`config.mk`:
```
export PLATFORM = sky130hd
export DESIGN_NAME = keycode_event_scheduler
export DESIGN_NICKNAME = d
export VERILOG_FILES = /design/src/rtl/keycode_event_scheduler.sv
export SDC_FILE = /design/constraint.sdc
export NUM_CORES = 1
export LEC_CHECK = 0
export ABC_AREA = 1
export CAP_MARGIN = 0
export CORE_MARGIN = 5
export CORE_UTILIZATION = 60
export DETAILED_ROUTE_END_ITERATION = 12
export PLACE_DENSITY = 0.8
export SLEW_MARGIN = 10
export SYNTH_ARGS = -nofsm -noshare
export SYNTH_HDL_FRONTEND = slang
export SYNTH_SLANG_ARGS = --single-unit
export TNS_END_PERCENT = 20
```
`constraint.sdc`:
```
create_clock -name clk -period 5.3 [get_ports clk]
set_input_delay 1.06 -clock clk [delete_from_list [all_inputs] [get_ports clk]]
set_output_delay 1.06 -clock clk [all_outputs]
set_load 0.005 [all_outputs]
```
`src/rtl/keycode_event_scheduler.sv`:
```
// rtl/keycode_event_scheduler.sv - HID keycode word to ordered press/release event stream
//
// Purpose:
//   Compares the current keycode word against the last committed word one slot
//   per cycle. It queues a release for every code that disappeared and a press
//   for every code that appeared. The events go into a show-ahead FIFO that a
//   valid/ready consumer drains. It also keeps a held mask for W/A/S/D.
//
// Ports:
//   clk          system clock
//   reset        synchronous, active-high reset
//   keycode_in   NUM_SLOTS packed keycodes, slot i = keycode_in[KEY_W*i +: KEY_W]
//   event_ready  consumer accepts the head event this cycle
//   event_valid  FIFO non-empty, head event presented
//   event_code   head event keycode (0 when empty)
//   event_press  1 = press, 0 = release (0 when empty)
//   held_mask    committed held keys: [0] W, [1] A, [2] S, [3] D
//   busy         scan in progress (FSM not idle)

module keycode_event_scheduler #(
  parameter int NUM_SLOTS  = 3,
  parameter int KEY_W      = 8,
  parameter int FIFO_DEPTH = 8
) (
  input  logic                       clk,
  input  logic                       reset,
  input  logic [NUM_SLOTS*KEY_W-1:0] keycode_in,
  input  logic                       event_ready,
  output logic                       event_valid,
  output logic [KEY_W-1:0]           event_code,
  output logic                       event_press,
  output logic [3:0]                 held_mask,
  output logic                       busy
);

  localparam int IW = (NUM_SLOTS > 1) ? $clog2(NUM_SLOTS) : 1;
  localparam int AW = $clog2(FIFO_DEPTH);
  localparam logic [IW-1:0] LAST_IDX = IW'(NUM_SLOTS - 1);

  localparam logic [KEY_W-1:0] CODE_W        = KEY_W'(8'h1A);
  localparam logic [KEY_W-1:0] CODE_A        = KEY_W'(8'h04);
  localparam logic [KEY_W-1:0] CODE_S        = KEY_W'(8'h16);
  localparam logic [KEY_W-1:0] CODE_D        = KEY_W'(8'h07);
  localparam logic [KEY_W-1:0] CODE_ROLLOVER = KEY_W'(8'h01);

  typedef enum logic [1:0] {
    ST_IDLE,
    ST_REL,
    ST_PRS,
    ST_COMMIT
  } state_t;

  state_t state, next_state;
  logic [IW-1:0] idx, next_idx;

  logic [NUM_SLOTS*KEY_W-1:0] prev, cur;
  logic [KEY_W-1:0] in_s   [NUM_SLOTS];
  logic [KEY_W-1:0] prev_s [NUM_SLOTS];
  logic [KEY_W-1:0] cur_s  [NUM_SLOTS];

  logic rollover, rel_hit, prs_hit;
  logic capture, commit, push_req, push, pop, stall;
  logic [KEY_W:0] push_data;
  logic [3:0] held_next;

  // FIFO storage: entry = {code, press}
  logic [KEY_W:0] mem [FIFO_DEPTH];
  logic [AW:0]    wr_ptr, rd_ptr;
  logic           empty, full;
  logic [KEY_W:0] head;

  always_comb begin
    for (int i = 0; i < NUM_SLOTS; i++) begin
      in_s[i]   = keycode_in[i*KEY_W +: KEY_W];
      prev_s[i] = prev[i*KEY_W +: KEY_W];
      cur_s[i]  = cur[i*KEY_W +: KEY_W];
    end
  end

  // Slot comparisons for the slot currently selected by idx
  always_comb begin
    logic in_cur, in_prev, dup;
    rollover = 1'b0;
    in_cur   = 1'b0;
    in_prev  = 1'b0;
    dup      = 1'b0;
    for (int j = 0; j < NUM_SLOTS; j++) begin
      if (in_s[j] == CODE_ROLLOVER) rollover = 1'b1;
      if (cur_s[j] == prev_s[idx]) in_cur = 1'b1;
      if (prev_s[j] == cur_s[idx]) in_prev = 1'b1;
      // a code repeated in several slots is reported only at its lowest slot
      if ((j < int'(idx)) && (cur_s[j] == cur_s[idx])) dup = 1'b1;
    end
    rel_hit = (prev_s[idx] != '0) && !in_cur;
    prs_hit = (cur_s[idx] != '0) && !in_prev && !dup;
  end

  always_comb begin
    held_next = 4'b0000;
    for (int j = 0; j < NUM_SLOTS; j++) begin
      if (cur_s[j] == CODE_W) held_next[0] = 1'b1;
      if (cur_s[j] == CODE_A) held_next[1] = 1'b1;
      if (cur_s[j] == CODE_S) held_next[2] = 1'b1;
      if (cur_s[j] == CODE_D) held_next[3] = 1'b1;
    end
  end

  assign empty = (wr_ptr == rd_ptr);
  assign full  = (wr_ptr[AW] != rd_ptr[AW]) && (wr_ptr[AW-1:0] == rd_ptr[AW-1:0]);
  assign head  = mem[rd_ptr[AW-1:0]];
  assign pop   = !empty && event_ready;

  // Next-state logic; a step that needs to push into a full FIFO with no
  // simultaneous pop holds in place so no event is lost.
  always_comb begin
    next_state = state;
    next_idx   = idx;
    capture    = 1'b0;
    commit     = 1'b0;
    push_req   = 1'b0;
    push_data  = {prev_s[idx], 1'b0};
    case (state)
      ST_IDLE: begin
        if (!rollover && (keycode_in != prev)) begin
          capture    = 1'b1;
          next_state = ST_REL;
          next_idx   = '0;
        end
      end
      ST_REL: begin
        push_req  = rel_hit;
        push_data = {prev_s[idx], 1'b0};
      end
      ST_PRS: begin
        push_req  = prs_hit;
        push_data = {cur_s[idx], 1'b1};
      end
      ST_COMMIT: begin
        commit     = 1'b1;
        next_state = ST_IDLE;
      end
      default: next_state = ST_IDLE;
    endcase

    stall = push_req && full && !pop;
    push  = push_req && !stall;

    if (((state == ST_REL) || (state == ST_PRS)) && !stall) begin
      if (idx == LAST_IDX) begin
        next_idx   = '0;
        next_state = (state == ST_REL) ? ST_PRS : ST_COMMIT;
      end else begin
        next_idx = idx + IW'(1);
      end
    end
  end

  always_ff @(posedge clk) begin
    if (reset) begin
      state     <= ST_IDLE;
      idx       <= '0;
      prev      <= '0;
      cur       <= '0;
      held_mask <= 4'b0000;
      wr_ptr    <= '0;
      rd_ptr    <= '0;
    end else begin
      state <= next_state;
      idx   <= next_idx;
      if (capture) cur <= keycode_in;
      if (commit) begin
        prev      <= cur;
        held_mask <= held_next;
      end
      if (push) wr_ptr <= wr_ptr + (AW+1)'(1);
      if (pop)  rd_ptr <= rd_ptr + (AW+1)'(1);
    end
  end

  // Storage needs no reset: outputs are gated by the empty flag
  always_ff @(posedge clk) begin
    if (push) mem[wr_ptr[AW-1:0]] <= push_data;
  end

  assign event_valid = !empty;
  assign event_code  = empty ? '0 : head[KEY_W:1];
  assign event_press = !empty && head[0];
  assign busy        = (state != ST_IDLE);

endmodule

```
Word-level counts from Yosys, hierarchy flattened
Memory sizes are Yosys's and may differ from the RTL's. A register that Yosys moved wholly into a read port is not among the register bits.
Cells that the tools add are included.
Storage, ports and cells
  input port bits: 27
  memory bits (writable): 72
  register bits after elaboration: 64
  output and inout bits: 15
  logic and storage cells: 126
  memories: 1
Memories
  mem: depth 8, bits a word 9, read ports 1, clocked after memory_dff 1, write ports 1, line 67  | logic [KEY_W:0] mem [FIFO_DEPTH];
Operators by class
  add/subtract/negate cells: 3
  magnitude comparators: 4
  equal/unequal tests: 32
  bitwise logic cells: 1
  mux-type cells: 49
  reductions and logical operators: 29
Operator list (number)
  $eq A8 B8 Y1: 9
  $eq A8 B3 Y1 const B: 6
  $eq A8 B5 Y1 const B: 6
  $mux W8: 5
  $bmux W8 S2: 2
  $mux W1: 30
  $eq A8 B1 Y1 const B: 3
  $ne A24 B24 Y1: 1
  $reduce_bool A8 Y1: 2
  $logic_and A1 B1 Y1: 14
  $mux W2: 7
  $mux W9: 1
  $add A4 B1 Y4 const B: 2
  $logic_not A1 Y1: 7
  $eq A2 B2 Y1 const B: 3
  $mux W3: 2
  $reduce_bool A2 Y1: 3
  $eq A4 B4 Y1: 1
  $lt A1 B2 Y1 const A: 2
  $pmux W2 S2: 1
  $eq A3 B3 Y1: 1
  $ge A3 B3 Y1 const B: 1
  $not A2 Y3: 1
  $add A2 B1 Y2 const B: 1
  7 further kinds: 7

Logic depth before layout (Yosys ltp)
  depth after elaboration: 18
  depth in mapped cells: 20
  gate-level depth less buffers: 19

Worst setup path after synthesis
No wires, ideal clock.
  path kind: register to register
  start point: register state[0]
  end point: memory mem[0][0] (netlist bit) (enable)
  setup slack: 2.617 ns
  path buffers: 1
  stages on the path, launching flop included: 13
  library setup time: 0.374 ns
  data arrival time: 2.309 ns
  clock period less this slack: 2.683 ns
  required time: 4.926 ns
  path through: dfxtp_1 > inv_1 > ha_1 > clkbuf_1 > clkinv_1 > nor2_1 > nand2_1 > nor2_1 > nand2_1 > nand2_2 > nand2_2 > or2_4 > nor2_1
Between the ends
  word-level cells in the longest chain between the ends: 8
  elaborated cells between the ends (all ways): 9
  classes of those cells: 2 x eq/ne; 3 x mux; 4 x reduce/logical
RTL lines
  start: declaration: line 53  | state_t state, next_state;
  start signal: assignment: line 168  | state <= next_state;
  $eq A2 B2 Y1 / $eq A2 B1 Y1 (equally long branches): line 122  | case (state)
  $pmux W1 S2 *: line 122
  $logic_and A1 B1 Y1 (2 in a row): line 145  | stall = push_req && full && !pop;
  $logic_not A1 Y1: line 146  | push = push_req && !stall;
  $logic_and A1 B1 Y1 *: line 146
  $mux W1 *: line 182  | if (push) mem[wr_ptr[AW-1:0]] <= push_data;
  $mux W1 (not written as such) *: line 182
  end: declaration: line 67
Every way passes the cells marked *; elsewhere a longest branch is shown, timed or not.

==> impl_results.md <==
* Arrival time of the worst setup path at just under 3 ns
* Via-to-Cell Ratio at approximately 6
* Commonest non-fill, non-tap cells in the layout: sky130_fd_sc_hd__nand2_1, sky130_fd_sc_hd__nor2_1, sky130_fd_sc_hd__o21ai_0
* Synthesized Nets at 1,006
* Flop pwr share at 0.363
* Synth Warn # at 0
* Total clock buffers created by CTS at 17
* Biggest area contributors in the synthesized netlist: sky130_fd_sc_hd__edfxtp_1, sky130_fd_sc_hd__dfxtp_1, sky130_fd_sc_hd__nand2_1, sky130_fd_sc_hd__o21ai_0, sky130_fd_sc_hd__nor2_1
* Die footprint at approximately 15,000 um^2
* Total iterations of the first detailed-routing run at 8
* Cell variety after synth at 37
* Total congestion overflow at 0
* Unrepaired setup endpoints after global routing: false
* Number of buffers inserted for hold repair after clock tree synthesis at 0
* Maximum clock skew at final layout at 0.006969 ns
* Cells after Synth at 973
* Via count at between 7,000 and 8,000
* Count of input and output buffers at 41
* Number of global-route vias before repair at ~6,500
* Starting DRT DRC Count at between 800 and 900
* Share of the yosys chip area belonging to registers at 0.4637
* Switching power of the nets at approximately 0.0014 W
* Post-placement worst setup slack at between 1.5 and 2 ns
* Horizontal die dimension at ~120 um
* Area of the mapped netlist at ~7600 um^2
* Nets at about 1,000
* First-pass GRT wire length at 33,820 um
* Endpoint class of the critical path: output port
* Post-route DRC at 0
* Global placement routability congestion at about 0.98
* Area leader, netlist: sky130_fd_sc_hd__edfxtp_1
* Final critical-path required period at between 4 and 5 ns
* Dominant register cell in the synthesized netlist: sky130_fd_sc_hd__edfxtp_1
* Clock share of power at 0.308
* Detail Route Antenna Nets at 0
* Final design utilization at 0.6925
* Remaining max-slew budget at the tightest pin at 0.3057
* Hold Crit Class: reg2reg
* Share of layout cells above drive strength 1 at 0.07677
* Final critical-path share of the clock period at 0.7557
* Maximum level of the CTS H-tree at 4
* Final routed wirelength across all metal layers at ~22,000 um
* Routed WL per cell at 18.14 um
* Crit path required time at about 4.2 ns
* Status: complete, no violations
* Maximum frequency from static timing analysis at about 250 MHz
* Power per cell area at between 400 and 500 nW/um^2
* Share of total power in combinational logic at 0.330
* Buffers from clock root to sink, at most at 2
* TritonCTS clock tree: yes
* Num Clock Sinks at 139
* Transition time of the tightest slew-check pin at just over 1 ns
* Maximum fanout encountered on the critical timing path at 37
* Die Span Y at between 100 and 150 um
* Fraction of met1 tracks used by global routing at 0.3794
* Final Total Pwr at between 0.003 and 0.004 W
* Element type at the critical path start: flop
* GRT Total Usage at 0.2994
* Starting utilization of the core area at 0.6060
* Final setup vio count at 0
* Leakage power total at between 3 and 4 nW
* Sw frac at 0.3901
* Master cell of the clock root buffer: sky130_fd_sc_hd__clkbuf_16
* Register clock-pin slew on the reported worst setup and hold paths at ~0.06 ns
* Met2 demand-to-capacity share in global routing at 0.4854
* Number of flops mapped to enable cells by yosys at 72
* Clock insertion delay at the later pin of the skew report at approximately 0.43 ns
* Top-level port count at 42
* Int Power at 0.002263 W
* Async set-or-reset flop fraction in the synthesized netlist at 0
* Area share of the leading cell type in the synthesized netlist at 0.2862
* Placeable Area at between 10,000 and 15,000 um^2
* Area added between synthesis and finish at 14.26%
* Setup tns final at 0 ns
* Final HPWL from detailed placement at 15,460 um
* Avg Cell Area, Syn at around 7.8 um^2
* Commonest non-fill, non-tap cell in the layout: sky130_fd_sc_hd__nand2_1
* Maximum Capacitance Violations at 0
* Final worst setup slack at around 1.3 ns
* Global routing's busiest layer: met2
* Post CTS Setup Buffer Count at 0
* Total number of placement rows at 41
* Final-report hold violation count at 0
* Worst supply voltage drop on vdd at about 0.25 mV
* Total count of max-transition violations in the final report at 0
* Worst Path Class, Setup: reg2out
* Met3 usage at 0.06313
* Largest net degree at the start of global routing at 57
* Flop and latch count out of synthesis at approximately 140
* Antenna violations before repair at 0
* Final hold slack at 0.5243 ns
* Number of gates given a new drive strength after cts at 0
* Diodes inserted at 0
metal layers:
layer  vias to the layer above  share of wire
met5                         -              0
met4                         0          0.052
met3                        88          0.077
met2                       328           0.46
met1                      3259           0.41
li1                       3391              -
state kept, by name, summed over array words and instances, names as in the netlist, named ones only:
| register | flops |
|---|---|
| rd_ptr | 4 |
| held_mask | 4 |
| wr_ptr | 4 |
| cur | 24 |
| mem | 72 |
| prev | 24 |
| idx | 2 |
| state | 2 |
critical path: stages (launching register included):
cell,delay (ns)
sky130_fd_sc_hd__dfxtp_1,0.30
sky130_fd_sc_hd__buf_4,0.23
sky130_fd_sc_hd__inv_1,0.73
sky130_fd_sc_hd__o21ai_0,0.18
sky130_fd_sc_hd__o22ai_1,0.21
sky130_fd_sc_hd__o21ai_0,0.11
sky130_fd_sc_hd__a31oi_1,0.20
sky130_fd_sc_hd__clkdlybuf4s50_1,0.55
metrics by stage:
stage / area, um^2 / std cells
after floorplan: 7555 / 973
after global placement: 8065 / 1156
after detailed placement: 8065 / 1156
after CTS: 8632 / 1188
after global routing: 8632 / 1188
final: 8632 / 1188
cell families (layout without fill, tap and decap cells):
logic type,after synthesis,in the layout,synth area share
buffers and inverters,115,158,0.06045
adder cells (fa/ha/maj),6,6,0.009937
flip-flops,139,139,0.4637
AND/OR/NAND/NOR,476,476,0.2854
AO/OA/AOI/OAI,203,203,0.1411
XOR/XNOR,34,34,0.03942
final timing paths:
path / startpoint / end / slack, ns / cells past startpoint
min: wr_ptr[3] / wr_ptr[3] / 0.52 / 2
min reg2reg: wr_ptr[3] / wr_ptr[3] / 0.52 / 2
max reg2reg: idx[0] / mem[2][2] / 1.51 / 13
max: flop / event_code[3] / 1.29 / 7
power groups by stage:
stage / clock [W] / sequential (W) / combinational, W
2_1_floorplan: 0 / 0.00129 / 0.000894
3_3_place_gp: 0 / 0.00136 / 0.00119
3_5_place_dp: 0 / 0.00136 / 0.00120
4_1_cts: 0.00115 / 0.00134 / 0.00120
5_1_grt: 0.00119 / 0.00136 / 0.00136
6_report: 0.00114 / 0.00135 / 0.00122
synth_stat cells (5+ instances only):
cell	n
sky130_fd_sc_hd__xor2_1	12
sky130_fd_sc_hd__nand3_1	54
sky130_fd_sc_hd__nor3_1	8
sky130_fd_sc_hd__inv_1	70
sky130_fd_sc_hd__nand3_2	19
sky130_fd_sc_hd__nor2_1	119
sky130_fd_sc_hd__a21oi_1	61
sky130_fd_sc_hd__clkbuf_1	29
sky130_fd_sc_hd__nand4_1	34
sky130_fd_sc_hd__ha_1	6
sky130_fd_sc_hd__inv_2	8
sky130_fd_sc_hd__nor4_1	7
sky130_fd_sc_hd__nand2_1	218
sky130_fd_sc_hd__dfxtp_1	67
sky130_fd_sc_hd__a31oi_1	17
sky130_fd_sc_hd__o21ai_0	110
sky130_fd_sc_hd__o22ai_1	9
sky130_fd_sc_hd__edfxtp_1	72
sky130_fd_sc_hd__xnor2_1	22
sky130_fd_sc_hd__or2_2	5
final cells by class:
cell class,count,area [um^2]
well taps,172,215.2
fillers,1039,3834
multi-input cells,719,3595
clock buffers,17,425.4
inverters,79,296.5
clock inverters,15,141.4
flip-flops and latches,139,3503
repair buffers,47,455.4
No activity file was read; power rests on OpenSTA's default activity.
